**src/rtl/video_timing_pkg.sv**
```systemverilog
// Shared constants and types for the 15 kHz test-timing generator.
// Holds default raster geometry, counter/colour widths, pattern-select
// encodings and the RGB payload struct.
package video_timing_pkg;

  localparam int unsigned HCNT_W  = 10;
  localparam int unsigned VCNT_W  = 9;
  localparam int unsigned COLOR_W = 6;
  localparam int unsigned FRAME_W = 8;

  // Default PAL-style geometry at a 12 MHz pixel clock
  localparam int unsigned DEF_H_ACTIVE = 512;
  localparam int unsigned DEF_H_FRONT  = 32;
  localparam int unsigned DEF_H_SYNC   = 56;
  localparam int unsigned DEF_H_BACK   = 168;
  localparam int unsigned DEF_V_ACTIVE = 240;
  localparam int unsigned DEF_V_FRONT  = 24;
  localparam int unsigned DEF_V_SYNC   = 3;
  localparam int unsigned DEF_V_BACK   = 45;

  localparam logic [COLOR_W-1:0] FULL_LEVEL = 6'h3F;
  localparam logic [COLOR_W-1:0] CHECK_BLUE = 6'h20;

  typedef enum logic [1:0] {
    PAT_BARS  = 2'd0,
    PAT_GRID  = 2'd1,
    PAT_RAMP  = 2'd2,
    PAT_CHECK = 2'd3
  } pat_sel_e;

  typedef struct packed {
    logic [COLOR_W-1:0] r;
    logic [COLOR_W-1:0] g;
    logic [COLOR_W-1:0] b;
  } rgb_t;

endpackage

```
**src/rtl/video_test_timing_if.sv**
```systemverilog
// Video bundle between the timing generator (master) and its consumer (slave).
//   pattern_sel : pattern select, consumer -> generator
//   r/g/b       : 6-bit pixel colour
//   hsync_n, vsync_n, csync_n : active-low syncs
//   blank, frame_start        : blanking and frame-start strobe
//   hcnt, vcnt                : raw position counters
interface video_test_timing_if;
  import video_timing_pkg::*;

  logic [1:0]         pattern_sel;
  logic [COLOR_W-1:0] r;
  logic [COLOR_W-1:0] g;
  logic [COLOR_W-1:0] b;
  logic               hsync_n;
  logic               vsync_n;
  logic               csync_n;
  logic               blank;
  logic               frame_start;
  logic [HCNT_W-1:0]  hcnt;
  logic [VCNT_W-1:0]  vcnt;

  modport master (
    input  pattern_sel,
    output r, g, b, hsync_n, vsync_n, csync_n, blank, frame_start, hcnt, vcnt
  );

  modport slave (
    output pattern_sel,
    input  r, g, b, hsync_n, vsync_n, csync_n, blank, frame_start, hcnt, vcnt
  );

endinterface

```
**src/rtl/test_pattern_gen.sv**
```systemverilog
// Maps raster position and frame phase to a registered 6-bit RGB pixel.
//   clkvideo, reset : pixel clock, async active-high reset
//   hcnt, vcnt      : current counter position
//   check_phase     : frame counter bit that flips the checkerboard
//   pat             : pattern in effect for this pixel
//   active          : position is inside the visible area
//   rgb             : registered pixel colour (zero when not active)
module test_pattern_gen
  import video_timing_pkg::*;
#(
  parameter int unsigned H_ACTIVE = DEF_H_ACTIVE,
  parameter int unsigned V_ACTIVE = DEF_V_ACTIVE
) (
  input  logic              clkvideo,
  input  logic              reset,
  input  logic [HCNT_W-1:0] hcnt,
  input  logic [VCNT_W-1:0] vcnt,
  input  logic              check_phase,
  input  pat_sel_e          pat,
  input  logic              active,
  output rgb_t              rgb
);

  logic [2:0] bar_v;
  logic       grid_c;
  rgb_t       pix_c;

  // Pixel colour for the current position
  always_comb begin
    bar_v  = 3'd7 - hcnt[8:6];
    grid_c = (hcnt[4:0] == 5'd0) || (vcnt[4:0] == 5'd0) ||
             (hcnt == HCNT_W'(H_ACTIVE - 1)) || (vcnt == VCNT_W'(V_ACTIVE - 1));
    pix_c  = '0;
    case (pat)
      PAT_BARS: begin
        pix_c.g = bar_v[2] ? FULL_LEVEL : '0;
        pix_c.r = bar_v[1] ? FULL_LEVEL : '0;
        pix_c.b = bar_v[0] ? FULL_LEVEL : '0;
      end
      PAT_GRID: begin
        if (grid_c) pix_c = '{r: FULL_LEVEL, g: FULL_LEVEL, b: FULL_LEVEL};
      end
      PAT_RAMP: begin
        pix_c = '{r: hcnt[8:3], g: hcnt[8:3], b: hcnt[8:3]};
      end
      PAT_CHECK: begin
        if (hcnt[5] ^ vcnt[5] ^ check_phase)
          pix_c = '{r: FULL_LEVEL, g: FULL_LEVEL, b: FULL_LEVEL};
        else
          pix_c.b = CHECK_BLUE;
      end
      default: pix_c = '0;
    endcase
    if (!active) pix_c = '0;
  end

  // Output register
  always_ff @(posedge clkvideo or posedge reset) begin
    if (reset) rgb <= '0;
    else       rgb <= pix_c;
  end

endmodule

```
**src/rtl/video_test_timing.sv**
```systemverilog
// 15 kHz raster timing plus selectable test pattern for the core-test build.
//   clkvideo : 12 MHz pixel clock
//   reset    : asynchronous, active-high
//   vid      : master side of the video bundle (pattern_sel in; RGB, syncs,
//              blank, frame_start registered out; hcnt/vcnt are the live
//              counters)
module video_test_timing
  import video_timing_pkg::*;
#(
  parameter int unsigned H_ACTIVE = DEF_H_ACTIVE,
  parameter int unsigned H_FRONT  = DEF_H_FRONT,
  parameter int unsigned H_SYNC   = DEF_H_SYNC,
  parameter int unsigned H_BACK   = DEF_H_BACK,
  parameter int unsigned V_ACTIVE = DEF_V_ACTIVE,
  parameter int unsigned V_FRONT  = DEF_V_FRONT,
  parameter int unsigned V_SYNC   = DEF_V_SYNC,
  parameter int unsigned V_BACK   = DEF_V_BACK
) (
  input  logic                clkvideo,
  input  logic                reset,
  video_test_timing_if.master vid
);

  localparam int unsigned H_TOTAL  = H_ACTIVE + H_FRONT + H_SYNC + H_BACK;
  localparam int unsigned V_TOTAL  = V_ACTIVE + V_FRONT + V_SYNC + V_BACK;
  localparam int unsigned HS_START = H_ACTIVE + H_FRONT;
  localparam int unsigned HS_END   = HS_START + H_SYNC;
  localparam int unsigned VS_START = V_ACTIVE + V_FRONT;
  localparam int unsigned VS_END   = VS_START + V_SYNC;

  logic [HCNT_W-1:0]  hcnt_q;
  logic [VCNT_W-1:0]  vcnt_q;
  logic [FRAME_W-1:0] frame_cnt_q;
  logic               h_last_c;
  logic               v_last_c;
  logic               origin_c;
  logic               active_c;
  logic               hs_c;
  logic               vs_c;
  logic               hsync_n_q;
  logic               vsync_n_q;
  logic               csync_n_q;
  logic               blank_q;
  logic               frame_start_q;
  pat_sel_e           pat_q;
  pat_sel_e           pat_eff_c;
  rgb_t               rgb_q;

  assign h_last_c = (hcnt_q == HCNT_W'(H_TOTAL - 1));
  assign v_last_c = (vcnt_q == VCNT_W'(V_TOTAL - 1));
  assign origin_c = (hcnt_q == '0) && (vcnt_q == '0);
  assign active_c = (hcnt_q < HCNT_W'(H_ACTIVE)) && (vcnt_q < VCNT_W'(V_ACTIVE));
  assign hs_c     = (hcnt_q >= HCNT_W'(HS_START)) && (hcnt_q < HCNT_W'(HS_END));
  // vcnt only moves on the hcnt wrap, so vsync edges land on hcnt = 0
  assign vs_c     = (vcnt_q >= VCNT_W'(VS_START)) && (vcnt_q < VCNT_W'(VS_END));

  // The selection sampled at the origin applies to that very pixel, so a
  // whole frame is always drawn with a single pattern
  assign pat_eff_c = origin_c ? pat_sel_e'(vid.pattern_sel) : pat_q;

  // Free-running raster counters
  always_ff @(posedge clkvideo or posedge reset) begin
    if (reset) begin
      hcnt_q <= '0;
      vcnt_q <= '0;
    end else if (h_last_c) begin
      hcnt_q <= '0;
      vcnt_q <= v_last_c ? '0 : vcnt_q + VCNT_W'(1);
    end else begin
      hcnt_q <= hcnt_q + HCNT_W'(1);
    end
  end

  // Registered syncs, blanking and frame strobe (one cycle behind counters)
  always_ff @(posedge clkvideo or posedge reset) begin
    if (reset) begin
      hsync_n_q     <= 1'b1;
      vsync_n_q     <= 1'b1;
      csync_n_q     <= 1'b1;
      blank_q       <= 1'b1;
      frame_start_q <= 1'b0;
    end else begin
      hsync_n_q     <= ~hs_c;
      vsync_n_q     <= ~vs_c;
      csync_n_q     <= ~(hs_c ^ vs_c);
      blank_q       <= ~active_c;
      frame_start_q <= origin_c;
    end
  end

  // Frame counter and per-frame pattern latch
  always_ff @(posedge clkvideo or posedge reset) begin
    if (reset) begin
      frame_cnt_q <= '0;
      pat_q       <= PAT_BARS;
    end else if (origin_c) begin
      frame_cnt_q <= frame_cnt_q + FRAME_W'(1);
      pat_q       <= pat_eff_c;
    end
  end

  test_pattern_gen #(
    .H_ACTIVE (H_ACTIVE),
    .V_ACTIVE (V_ACTIVE)
  ) u_pattern (
    .clkvideo    (clkvideo),
    .reset       (reset),
    .hcnt        (hcnt_q),
    .vcnt        (vcnt_q),
    .check_phase (frame_cnt_q[5]),
    .pat         (pat_eff_c),
    .active      (active_c),
    .rgb         (rgb_q)
  );

  assign vid.r           = rgb_q.r;
  assign vid.g           = rgb_q.g;
  assign vid.b           = rgb_q.b;
  assign vid.hsync_n     = hsync_n_q;
  assign vid.vsync_n     = vsync_n_q;
  assign vid.csync_n     = csync_n_q;
  assign vid.blank       = blank_q;
  assign vid.frame_start = frame_start_q;
  assign vid.hcnt        = hcnt_q;
  assign vid.vcnt        = vcnt_q;

endmodule

```
**src/flat_wrapper.sv**
```systemverilog
// flat-port wrapper written by rule: the top's interface ports become plain ports
module video_test_timing_flat import video_timing_pkg::*;
#(
  parameter int unsigned H_ACTIVE = DEF_H_ACTIVE,
  parameter int unsigned H_FRONT  = DEF_H_FRONT,
  parameter int unsigned H_SYNC   = DEF_H_SYNC,
  parameter int unsigned H_BACK   = DEF_H_BACK,
  parameter int unsigned V_ACTIVE = DEF_V_ACTIVE,
  parameter int unsigned V_FRONT  = DEF_V_FRONT,
  parameter int unsigned V_SYNC   = DEF_V_SYNC,
  parameter int unsigned V_BACK   = DEF_V_BACK
)
  (clkvideo, reset, vid_pattern_sel, vid_r, vid_g, vid_b, vid_hsync_n, vid_vsync_n, vid_csync_n, vid_blank, vid_frame_start, vid_hcnt, vid_vcnt);
  video_test_timing_if vid_i ();
  input  logic clkvideo;
  input  logic reset;
  input wire logic [$bits(vid_i.pattern_sel)-1:0] vid_pattern_sel;
  output wire logic [$bits(vid_i.r)-1:0] vid_r;
  output wire logic [$bits(vid_i.g)-1:0] vid_g;
  output wire logic [$bits(vid_i.b)-1:0] vid_b;
  output wire logic [$bits(vid_i.hsync_n)-1:0] vid_hsync_n;
  output wire logic [$bits(vid_i.vsync_n)-1:0] vid_vsync_n;
  output wire logic [$bits(vid_i.csync_n)-1:0] vid_csync_n;
  output wire logic [$bits(vid_i.blank)-1:0] vid_blank;
  output wire logic [$bits(vid_i.frame_start)-1:0] vid_frame_start;
  output wire logic [$bits(vid_i.hcnt)-1:0] vid_hcnt;
  output wire logic [$bits(vid_i.vcnt)-1:0] vid_vcnt;
  assign vid_i.pattern_sel = vid_pattern_sel;
  assign vid_r = vid_i.r;
  assign vid_g = vid_i.g;
  assign vid_b = vid_i.b;
  assign vid_hsync_n = vid_i.hsync_n;
  assign vid_vsync_n = vid_i.vsync_n;
  assign vid_csync_n = vid_i.csync_n;
  assign vid_blank = vid_i.blank;
  assign vid_frame_start = vid_i.frame_start;
  assign vid_hcnt = vid_i.hcnt;
  assign vid_vcnt = vid_i.vcnt;
  video_test_timing #(.H_ACTIVE(H_ACTIVE), .H_FRONT(H_FRONT), .H_SYNC(H_SYNC), .H_BACK(H_BACK), .V_ACTIVE(V_ACTIVE), .V_FRONT(V_FRONT), .V_SYNC(V_SYNC), .V_BACK(V_BACK)) u_core (.clkvideo(clkvideo), .reset(reset), .vid(vid_i));
endmodule
```
**config.mk**
```make
export PLATFORM = sky130hd
export DESIGN_NAME = video_test_timing_flat
export DESIGN_NICKNAME = d
export VERILOG_FILES = /design/src/rtl/video_timing_pkg.sv /design/src/rtl/video_test_timing_if.sv /design/src/rtl/test_pattern_gen.sv /design/src/rtl/video_test_timing.sv /design/src/flat_wrapper.sv
export SDC_FILE = /design/constraint.sdc
export NUM_CORES = 1
export LEC_CHECK = 0
export CAP_MARGIN = 20
export CORE_UTILIZATION = 45
export DETAILED_ROUTE_END_ITERATION = 16
export PLACE_DENSITY_LB_ADDON = 0.12
export REMOVE_ABC_BUFFERS = 1
export SLEW_MARGIN = 20
export SYNTH_ARGS = -nofsm -noshare
export SYNTH_HDL_FRONTEND = slang
export SYNTH_HIERARCHICAL = 1
export SYNTH_SLANG_ARGS = --single-unit
```
**constraint.sdc**
```tcl
create_clock -name clkvideo -period 4.1 [get_ports clkvideo]
set_clock_uncertainty 0.15 [all_clocks]
set_input_delay 0.615 -clock clkvideo [delete_from_list [all_inputs] [get_ports clkvideo]]
set_output_delay 0.615 -clock clkvideo [all_outputs]
set_load 0.01 [all_outputs]
```
# Yosys cells after proc, flatten, opt, wreduce, memory -nomap -nowiden
# Cells that the tools add are included.
word_totals:
  register_bits: 52
  in_bits: 4
  output_inout_bits: 42
  wordCells: 59
op_classes:
  add_sub_neg: 4
  n_lt_le_gt_ge: 6
  n_eq_ne: 7
  muxes: 11
  n_bitwise: 7
  reduce_logical: 12
ops:
  columns: ["cell", "n"]
  rows:
  - ["case mux 18 bit (4 select lines)", 1]
  - ["2-to-1 mux 18 bit", 2]
  - ["less-than comparator 10 bit (second input constant)", 2]
  - ["2-to-1 mux 6 bit", 3]
  - ["2-to-1 mux 12 bit", 1]
  - ["adder 10 x 1 -> 10 bit (second input constant)", 1]
  - ["equality test 10 bit (second input constant)", 1]
  - ["equality test 10 x 9 -> 1 bit (second input constant)", 1]
  - [">= comparator 10 bit (second input constant)", 1]
  - ["logical NOT 10 bit", 1]
  - ["logical NOT 5 bit", 2]
  - ["2-to-1 mux 10 bit", 1]
  - ["adder 9 x 1 -> 9 bit (second input constant)", 1]
  - ["equality test 9 x 8 -> 1 bit (second input constant)", 1]
  - ["equality test 9 bit (second input constant)", 1]
  - [">= comparator 9 bit (second input constant)", 1]
  - ["logical NOT 9 bit", 1]
  - ["less-than comparator 9 x 8 -> 1 bit (second input constant)", 1]
  - ["less-than comparator 9 bit (second input constant)", 1]
  - ["2-to-1 mux 9 bit", 1]
  - ["adder 8 x 1 -> 8 bit (second input constant)", 1]
  - ["2-to-1 mux 5 bit", 1]
  - ["equality test 2 bit (second input constant)", 2]
  - ["logical AND 1 bit", 4]
  - ["7 further kinds", 14]

# Longest topological paths before layout
logic_depth:
  word_depth: 7
  depth_mapped: 12
  mapped_depth_nobuf: 10

# Modules after synthesis
# Netlist, hierarchy kept.
by_module_without_submodules:
  columns: ["module", "n_inst", "cells_per_inst", "area_per_inst_um2", "seq_area_each_um2"]
  rows:
  - ["video_test_timing", 1, 157, 1655.3, 805.8]
  - ["test_pattern_gen", 1, 69, 767.0, 450.4]

# Worst setup path before layout
# Ideal clock, no wire load.
synth_timing:
  path_type: "register to register"
  from: "register u_core.vcnt_q[6], in the netlist u_core/vid.vcnt[6]"
  to: "register u_core/u_pattern/rgb[0] in the netlist's numbering"
  setup_time_ns: 0.078
  t_arrival_ns: 2.761
  required_ns: 3.872
  setup_slack_ns: 1.111
  stages_incl_launch_ff: 11
  period_less_slack_ns: 2.989
  path_cell_list: "dfrtp_1 > buf_6 > or4_4 > or3_1 > buf_6 > nor2_8 > mux2_2 > nor2_1 > o21bai_1 > a21oi_1 > a21oi_1"
synth_lines:
  columns: ["element", "line_no", "rtl"]
  rows:
  - ["start, declared", "video_test_timing.sv:32", "logic [VCNT_W-1:0] vcnt_q;"]
  - ["start signal, assigned", "video_test_timing.sv:68", "vcnt_q <= v_last_c ? '0 : vcnt_q + VCNT_W'(1);"]
  - ["end signal, assigned", "test_pattern_gen.sv:60", "else rgb <= pix_c;"]
  - ["end, declared", "test_pattern_gen.sv:21", "output rgb_t rgb"]

==> flow_summary.rst <==
.. list-table::
   :header-rows: 1

   * - Metric
     - Value
   * - Sw Ratio
     - approximately 21%
   * - Kind of end point of the critical path
     - flop
   * - Cell repeated most along the worst path
     - a21oi_1
   * - Highest ir drop seen on vdd
     - 0.143 mV
   * - Initial DRC count
     - 66
   * - Post-place instance area
     - around 3000 µm²
   * - Standard cell core area
     - 5140 µm²
   * - Fin nets
     - 282
   * - Hold buffers post-CTS
     - 0
   * - Kind of start point of the critical path
     - flop
   * - Maximum root-to-sink buffer count
     - 2
   * - Top routing layer in use
     - met4
   * - Wire length of the first global-routing pass
     - 8580 µm
   * - PostCTS Resize Cnt
     - 0
   * - Worst path bufs/invs
     - 0
   * - Die outline area
     - between 5000 and 6000 µm²
   * - Number of global-route vias before repair
     - 1749
   * - Hold Path Class
     - reg2reg
   * - CTS tree
     - yes
   * - Worst path top cell family by delay
     - simple AND/OR/NAND/NOR gates
   * - Result of the run
     - finished clean
   * - Synthesis-to-layout area growth
     - 25.3%
   * - Met3 WL
     - 227 µm
   * - Fin util
     - 59.1%
   * - Proportion of synthesized chip area in sequential cells
     - 51.9%
   * - Initial antenna violation count
     - 0
   * - Max-capacitance violation count
     - 0
   * - DRC Markers
     - 0
   * - Number of warnings reported in the yosys synthesis log
     - 6
   * - Gate count after technology mapping
     - around 230
   * - Slew headroom
     - 33.9%
   * - Met1 routed wirelength after detailed routing
     - 2490 µm
   * - Shortest clock period the worst path allows after layout
     - 3.25 ns
   * - Max stage delay cell, worst path
     - or4_4
   * - Clock root cell
     - clkbuf_8
   * - Sequential cell area
     - 1260 µm²
   * - CTS sink cnt
     - 50
   * - Routed length on met2
     - 2530 µm
   * - Count of boundary I/O pins
     - between 40 and 50
   * - Number of placement rows
     - 26
   * - Hold Worst Slack
     - 0.322 ns
   * - Largest net degree at the start of global routing
     - 33
   * - Data required time at the worst endpoint
     - 4.17 ns
   * - Final count of hold timing violations
     - 0
   * - Final setup violation count
     - 0
   * - Number of enable flip-flop cells after synthesis
     - 0
   * - Static power due to leakage
     - 1.27 nW
   * - Routability congestion estimate
     - 0.867
   * - Number of diodes added for antenna fixing
     - 0
   * - Critical Path Fanout Max
     - 10
   * - Main synth FF type
     - dfrtp_1
   * - Final routed wire length divided by cell count
     - between 15 and 20 µm
   * - Initial Utilization
     - 47.1%
   * - Power Density
     - just over 300 nW/µm²
   * - Number of fill cells
     - approximately 500
   * - Total half-perimeter wirelength after legalization and detailed placement
     - 3680 µm
   * - Post-route design area
     - between 3000 and 4000 µm²
   * - Total setup buffers inserted after CTS
     - 0
   * - Multi-input logic area
     - between 1000 and 1500 µm²
   * - Syn avg cell area
     - between 10 and 15 µm²
   * - DRT antenna net count
     - 0
   * - Comb pwr share
     - under 10%
   * - Critical Path Max Stage Delay
     - 0.58 ns
   * - Period Utilization, post-route
     - 79.3%
   * - Synth Register Bits
     - 50
   * - Maximum clock frequency
     - 0.308 GHz
   * - FFs w/ async S/R, synth
     - 100%
   * - Sequential share of power
     - 54.8%
   * - Average vias per placed instance
     - approximately 5.4
   * - Number of detailed-routing iterations run before antenna repair
     - 4
   * - Worst-path cell chain
     - or4_4 > or3_1 > nor2_8 > mux2_2 > nor2_1 > o21bai_1 > a21oi_1 > a21oi_1
   * - Setup repair after global routing missed its margin
     - false
   * - Fin Setup TNS
     - 0 ns
   * - Number of distinct standard cells referenced by the synthesized netlist
     - 47
   * - Total detailed-routing wirelength
     - 5310 µm
   * - Internal power
     - between 700 and 800 µW
   * - GRT Overall Usage
     - 20.4%
   * - Number of buffers added on ports
     - 45
   * - Slew @ Worst Pin
     - 0.985 ns
   * - Leftover overflow at the end of global routing
     - 0
   * - Vias
     - between 1500 and 2000
   * - Die boundary width
     - roughly 75 µm
   * - Class of the most critical setup path
     - reg2reg
   * - Layout cell share with drive strength beyond 1
     - 10.6%
   * - Final slew viol count
     - 0
   * - Power spent charging and discharging nets
     - 192 µW
   * - Latest clock arrival within the worst-skew pair
     - 0.30 ns
   * - CTS clk-pin slew, worst paths
     - 0.09 ns
   * - Share of total power in the clock network
     - 37.7%
   * - Level count of the clock H-tree
     - 2
   * - Vertical die dimension
     - 75.4 µm
   * - Total clock buffers created by CTS
     - 5
   * - Data arrival time at the worst-slack endpoint
     - 3.32 ns
   * - Area of the mapped netlist
     - 2420 µm²
[cell usage in the layout, fill, tap and decap left out, types with 2 or more instances in the layout]
master	count
a22o_1	2
a21o_1	2
nor2_1	11
ha_1	5
mux2_2	5
and2_1	3
nor4_1	2
and4_1	2
nand4b_1	2
and3_1	4
a21oi_1	21
nor3_1	7
dfrtp_1	46
buf_4	3
clkdlybuf4s50_1	45
nor2b_1	3
nor4b_1	2
clkbuf_8	6
dfstp_2	4
xor2_1	9
inv_1	13
nand3_1	12
nand2_1	20
a31oi_1	4
nand4_1	7
o21ai_0	5
xnor2_1	6
or4_4	3
[power by group through the flow]
stage               sequential (mW)  clock [mW]  combinational, mW
floorplan                     0.528           0             0.0252
global placement              0.521           0             0.0704
detailed placement            0.521           0             0.0714
CTS                           0.511       0.362             0.0717
global route                  0.513       0.383             0.0779
finish                        0.511       0.352             0.0703
[kinds of logic after synthesis]
kind of cell / synth area share [%]
AOI/OAI and AO/OA: 10.8
xor gates and xnor gates: 6.35
adders and majority gates: 2.58
buffers and inverters: 4.65
DFF: 51.9
muxes: 2.79
and+or+nand+nor: 21.0
[metrics by stage]
| step | power, mW | std cells | worst slack, ns |
|---|---|---|---|
| 2_1_floorplan | 0.554 | 218 | 1.11 |
| 3_3_place_gp | 0.592 | 336 | 0.950 |
| 3_5_place_dp | 0.592 | 336 | 0.851 |
| 4_1_cts | 0.945 | 344 | 0.848 |
| 5_1_grt | 0.973 | 344 | 0.663 |
| 6_report | 0.933 | 344 | 0.848 |
[area by class of cell]
class	count	area share [%]
Timing Repair Buffer	48	15.6
Sequential cell	50	41.4
Inverter	13	1.61
Clock buffer	7	2.84
Tap cell	70	2.89
Clock inverter	1	0.989
Multi-Input combinational cell	155	34.7
[flip-flops by register name, indices dropped and copies added, names as in the netlist]
name / count
u_core/frame_cnt_q: 6
u_core/pat_q: 2
u_core/u_pattern/rgb: 18
u_core/vid.blank: 1
u_core/vid.csync_n: 1
u_core/vid.frame_start: 1
u_core/vid.hcnt: 10
u_core/vid.hsync_n: 1
u_core/vid.vcnt: 9
u_core/vid.vsync_n: 1
[worst paths after layout]
path	startpoint	endpoint	slack, ns	depth (start not counted)
max	u_core/vid.vcnt[6]	u_core/u_pattern/rgb[0]	0.85	8
min	u_core/frame_cnt_q[4]	u_core/frame_cnt_q[4]	0.32	1
max reg2reg	u_core/vid.vcnt[6]	u_core/u_pattern/rgb[0]	0.85	8
min reg2reg	u_core/frame_cnt_q[4]	u_core/frame_cnt_q[4]	0.32	1
max in group asynchronous	reset	u_core/u_pattern/rgb[10]	2.82	2
min in group asynchronous	reset	u_core/u_pattern/rgb[1]	0.57	2
[Yosys cell counts (2+ instances only)]
| cell | instances | area, µm² |
|---|---|---|
| a21o_1 | 2 | 15.0 |
| a21oi_1 | 21 | 105 |
| a22o_1 | 2 | 17.5 |
| a31oi_1 | 4 | 25.0 |
| and2_1 | 3 | 18.8 |
| and3_1 | 4 | 25.0 |
| and4_1 | 2 | 17.5 |
| buf_6 | 3 | 33.8 |
| clkbuf_1 | 3 | 11.3 |
| dfrtp_1 | 46 | 1150 |
| dfstp_2 | 4 | 105 |
| ha_1 | 5 | 62.6 |
| inv_1 | 13 | 48.8 |
| mux2_2 | 5 | 56.3 |
| nand2_1 | 20 | 75.1 |
| nand3_1 | 12 | 60.1 |
| nand4_1 | 7 | 43.8 |
| nand4b_1 | 2 | 17.5 |
| nor2_1 | 11 | 41.3 |
| nor2b_1 | 3 | 18.8 |
| nor3_1 | 7 | 35.0 |
| nor4_1 | 2 | 12.5 |
| nor4b_1 | 2 | 17.5 |
| o21ai_0 | 5 | 25.0 |
| or4_4 | 3 | 33.8 |
| xnor2_1 | 6 | 52.6 |
| xor2_1 | 9 | 78.8 |
[per-layer routing]
| layer | vias to the layer above | track usage, % |
|---|---|---|
| li1 | 895 | - |
| met2 | 50 | 31.6 |
| met4 | 0 | 4.94 |
| met1 | 920 | 29.2 |
| met5 | - | 0 |
| met3 | 9 | 4.76 |
(Power assumes the default switching activity.)
==> variant 1 (config.mk and constraints unchanged) <==
Reset style: synchronous (`reset`), changed in 4 clocked blocks. Comments in the files are not updated.
--- a/src/rtl/test_pattern_gen.sv
+++ b/src/rtl/test_pattern_gen.sv
@@ -57,3 +57,3 @@
   // Output register
-  always_ff @(posedge clkvideo or posedge reset) begin
+  always_ff @(posedge clkvideo) begin
     if (reset) rgb <= '0;
--- a/src/rtl/video_test_timing.sv
+++ b/src/rtl/video_test_timing.sv
@@ -61,3 +61,3 @@
   // Free-running raster counters
-  always_ff @(posedge clkvideo or posedge reset) begin
+  always_ff @(posedge clkvideo) begin
     if (reset) begin
@@ -74,3 +74,3 @@
   // Registered syncs, blanking and frame strobe (one cycle behind counters)
-  always_ff @(posedge clkvideo or posedge reset) begin
+  always_ff @(posedge clkvideo) begin
     if (reset) begin
@@ -91,3 +91,3 @@
   // Frame counter and per-frame pattern latch
-  always_ff @(posedge clkvideo or posedge reset) begin
+  always_ff @(posedge clkvideo) begin
     if (reset) begin
Formal check against the unedited RTL: differs if reset is asserted again (counterexample within 4 cycles, from zero or initial values and one cycle with reset high); with reset held inactive, the same outputs for 10 cycles.
==> variant 1 against the unedited design <==
Setup slack got worse by 0.28 ns. Area after synthesis rose by 0.31%. Sequential cell count did not move. First-iteration DRC count rose by 61%. Wire length rose by 8.8%. Cell count rose by 12%. Final area fell by 0.41%.
Power is not compared: it rests on default switching activity, and its combinational part moved more than twofold at a synthesized area within 25%.
==> variant 1: results (changes against the unedited design) <==
The flow ran to the end, and the final reports show no timing, DRC or antenna violations. The instance count after placement with tap cells included is 378 (+13%). The HPWL reported at the end of detailed placement is 4.05 mm (+10%). Yosys attributes the largest share of cell area to sky130_fd_sc_hd__dfxtp_1, sky130_fd_sc_hd__xnor2_1, sky130_fd_sc_hd__nand2_1. The weighted congestion reported at the end of routability-driven placement was 0.853 (-1.6%).

The terminating pin of the worst hold path is u_core/frame_cnt_q[1]. The peak per-stage delay on the critical path came out at 0.81 ns (+0.23 ns). The number of diodes added for antenna fixing was 0 (unchanged). The amount of wire on met3 after detailed routing came out at 275 µm (+21%). The number of port buffers was 45 (unchanged). The worst slew margin relative to its limit is 0.357 (+0.0182). The wire length the detailed router placed on met1 came to 2.78 mm (+12%). The first-pass GRT wire length is 9.25 mm (+7.7%).

The destination of the critical timing path is u_core/u_pattern/rgb[1]. The via count of the first global-routing pass came out at 1862 (+6.5%). The number of standard cells in the final layout excluding fillers came out at 386 (+12%). The worst register-to-register path begins at u_core/vid.hcnt[0]. The largest total area in the synthesized netlist belongs to sky130_fd_sc_hd__dfxtp_1. The total routed wirelength came out at 5.77 mm (+8.8%). The post-CTS repair timing setup buffer count is 0 (unchanged). The count of different cell masters after synthesis came out at 51 (+8.5%). By count the netlist is led by sky130_fd_sc_hd__dfxtp_1, sky130_fd_sc_hd__nand2_1, sky130_fd_sc_hd__nor2_1.

The fraction of layout instances using a drive strength above 1 came to 0.108 (+0.00176). The reg2reg setup slack was 0.57 ns (-0.28 ns). The kind of cell with the highest combined delay along the critical path is compound AO/OA/AOI/OAI gates. The data arrival time at the worst-slack endpoint came to 3.53 ns (+0.21 ns).

The highest metal layer carrying signal wires in the routed design is met4. The cell with the largest stage delay on the worst path is sky130_fd_sc_hd__a211oi_2. The via-per-instance ratio is 5.55 (+2.0%).

The start point of the worst hold path is u_core/frame_cnt_q[1]. The all-layer global routing usage is 0.217 (+0.0131). The proportion of synthesized chip area in sequential cells came out at 0.412 (-0.107). The maximum number of pins on one net before global-route repair is 19 (-42%). The cell depth of the worst min-delay path came to 2 (+1). The worst-case reg-to-reg path depth came out at 11 (+3). The met2 wirelength from detailed routing came to 2.64 mm (+4.2%). The largest fanout on the critical path is 12 (+2). The DRC marker count from the first detailed-route iteration came out at 106 (+61%). The average cell area after synthesis came out at 9.00 µm² (-16%). The final layout net count came out at 324 (+15%).

The maximum buffer depth of the clock tree is 2 (unchanged). The share of synthesized flip-flops with an asynchronous set or reset is 0 (-1.00).
variant 1: changes by cell type after synthesis, sizes merged, moves of 5 or more:
cell | before | now
dfxtp | 0 | 50
dfrtp | 46 | 0
nor2 | 12 | 23
nand2b | 0 | 8
xor2 | 9 | 2
a41oi | 1 | 6
inv | 13 | 8
mux2 | 6 | 1
nor4 | 4 | 9
xnor2 | 6 | 11
variant 1: cells by family after synthesis:
group                      Yosys count  share of synthesized area
AOI/OAI and AO/OA                   58                      0.166
xor gates and xnor gates            14                     0.0561
adders and majority gates            5                     0.0257
buffers and inverters               23                     0.0520
DFF                                 50                      0.412
muxes                                3                     0.0129
and+or+nand+nor                    117                      0.275
variant 1: per-stage QoR:
stage	util	hold WS, ns	total power (W)	setup slack [ns]	area (µm²)
after global placement	0.570	0.335	0.000826	0.662	2930
after global routing	0.588	0.373	0.00117	0.250	3020
after floorplan	-	0.309	0.000713	0.959	2330
final	0.588	0.348	0.00111	0.566	3020
after detailed placement	0.570	0.341	0.000829	0.620	2930
after CTS	0.588	0.353	0.00112	0.601	3020
variant 1: report_power, final:
group / total (W) / switching [W] / internal, W / leakage [nW]
Sequential: 0.000553 / 0.0000235 / 0.000530 / 0.411
Clock: 0.000295 / 0.000158 / 0.000136 / 0.0482
Combinational: 0.000264 / 0.000134 / 0.000130 / 0.593
variant 1: area by class of cell:
type                       count  area, µm²
clock buffer                   7       86.3
clock inverter                 1       5.00
fill                         501       2120
inverter                       8       30.0
multi-input combinational    197       1300
sequential                    50       1000
tap                           70       87.6
timing repair buffer          53        510
variant 1: per-layer routing:
layer | vias to the layer above | GRT usage
li1 | 1075 | -
met4 | 0 | 0.0679
met3 | 7 | 0.0437
met2 | 51 | 0.337
met1 | 1011 | 0.304
met5 | - | 0
==> variant 2 (same flow settings) <==
Made on the original files. `FRAME_W`: 8 -> 6.
--- a/src/rtl/video_timing_pkg.sv
+++ b/src/rtl/video_timing_pkg.sv
@@ -8,3 +8,3 @@
   localparam int unsigned COLOR_W = 6;
-  localparam int unsigned FRAME_W = 8;
+  localparam int unsigned FRAME_W = 6;
 
Behaviour: no difference found for any inputs over 10 cycles, from zero or initial values and one cycle with reset high; that may be too few to reach the edited logic, so the function may still have changed.
==> variant 2 against the unedited design <==
Via count is 5.4% lower. Sequential share of layout area up 0.14 points. Setup slack improved by 0.42 ns. Wire length fell by 4.9%. Total power down 1.5%. Clock power down 4%. Sequential cell count did not move. Die area is 0.75% lower. Critical path depth unchanged. Area after synthesis fell by 0.77%. Sequential power about the same. First-iteration DRC count is 52% higher. Final area shrank 0.33%. Critical endpoint is now u_core/u_pattern/rgb[10].
==> variant 2: results (changes against the unedited design) <==
The run finished with clean final reports. The DRC marker count from the first detailed-route iteration is 100 (+52%). The via count of the first global-routing pass came out at 1662 (-5.0%). The fraction of layout instances using a drive strength above 1 is 0.127 (+0.0215).

The xor/xnor share of the synthesized area is 0.0750 (+0.0114). The weighted congestion reported at the end of routability-driven placement is 0.816 (-5.8%). The average detailed-routed wire length per instance came out at 15.0 µm (-3.0%).

The minimum period implied by the final worst setup slack is 2.83 ns (-0.420 ns). For this design, the slowest cell found on the critical path is sky130_fd_sc_hd__dfrtp_1. The data arrival time at the worst-slack endpoint is 2.90 ns (-0.42 ns). The peak per-stage delay on the critical path came out at 0.53 ns (-0.05 ns). The HPWL reported at the end of detailed placement came to 3.59 mm (-2.4%). The destination of the critical timing path is u_core/u_pattern/rgb[10].

The horizontal extent of the die is 75.1 µm (-0.38%). The most critical setup path has its startpoint at u_core/vid.hcnt[5]. The instance count of the mapped netlist is 217 (-4.0%).

The first-pass GRT wire length is 8.29 mm (-3.5%). The worst IR drop on VDD came to 0.156 mV (+9.1%). The all-layer global routing usage is 0.198 (-0.00580).

The final layout net count came out at 275 (-2.5%). The via-per-instance ratio came out at 5.26 (-3.5%). The number of detailed-route iterations in the first pass came out at 5 (+1). The count of different cell masters after synthesis came out at 49 (+4.3%). The proportion of synthesized chip area in sequential cells came out at 0.523 (+0.00405). After synthesis, the most frequently instantiated cells are sky130_fd_sc_hd__dfrtp_1, sky130_fd_sc_hd__a21oi_1, sky130_fd_sc_hd__inv_1. The leakage power of the design came out at 1.26 nW (-0.82%).

The worst-case reg-to-reg path depth came to 8 (unchanged). The post-synthesis compound-gate area fraction came to 0.0890 (-0.0189). The transition time of the tightest slew-check pin came to 0.962 ns (-0.0230 ns).
variant 2: cell type report:
| cell class | instances | area (µm²) |
|---|---|---|
| clock buffers | 5 | 68.8 |
| clock inverters | 3 | 40.0 |
| fillers | 463 | 2110 |
| inverters | 16 | 60.1 |
| multi-input cells | 147 | 1050 |
| flip-flops and latches | 50 | 1260 |
| well taps | 70 | 87.6 |
| repair buffers | 46 | 458 |
variant 2: how the worst min path moves through the flow:
stage / end / depth (start not counted)
3_5_place_dp: u_core/frame_cnt_q[4] / 1
2_1_floorplan: u_core/frame_cnt_q[4] / 1
6_report: u_core/frame_cnt_q[4] / 1
5_1_grt: u_core/frame_cnt_q[4] / 1
4_1_cts: u_core/frame_cnt_q[4] / 1
3_3_place_gp: u_core/frame_cnt_q[4] / 1
variant 2: power groups by stage:
| stage | logic, W | clock network, W | registers (W) |
|---|---|---|---|
| finish | 0.0000699 | 0.000338 | 0.000511 |
| global route | 0.0000783 | 0.000357 | 0.000513 |
| detailed placement | 0.0000706 | 0 | 0.000521 |
| floorplan | 0.0000252 | 0 | 0.000528 |
| global placement | 0.0000696 | 0 | 0.000521 |
| CTS | 0.0000710 | 0.000346 | 0.000512 |
variant 2: cells by family (layout without fill, tap and decap cells):
logic type	Yosys count	after routing
AND/OR/NAND/NOR	81	81
AO/OA/AOI/OAI	36	36
multiplexers	6	6
adder cells (fa/ha/maj)	5	5
buffers and inverters	20	70
XOR/XNOR	19	19
flip-flops	50	50
variant 2: through the flow:
stage	hold WS [ns]	area, µm²	utilization
after floorplan	0.292	2370	-
after global routing	0.346	3030	0.589
after global placement	0.316	2920	0.567
after CTS	0.330	3030	0.589
final	0.335	3030	0.589
after detailed placement	0.311	2920	0.567
variant 2: routing by layer:
metal | vias to the layer above | GRT usage | share of wire
met4 | 0 | 0.0629 | 0.0058
met3 | 2 | 0.0361 | 0.035
li1 | 865 | - | -
met1 | 863 | 0.272 | 0.46
met2 | 42 | 0.320 | 0.49
met5 | - | 0 | 0
variant 2: worst register-to-register path: cells and delay by family, from the launching register on:
family	cells	cell delay, ns
multiplexers	1	0.40
AND/OR/NAND/NOR	4	1.09
flip-flops	1	0.53
AO/OA/AOI/OAI	3	0.59
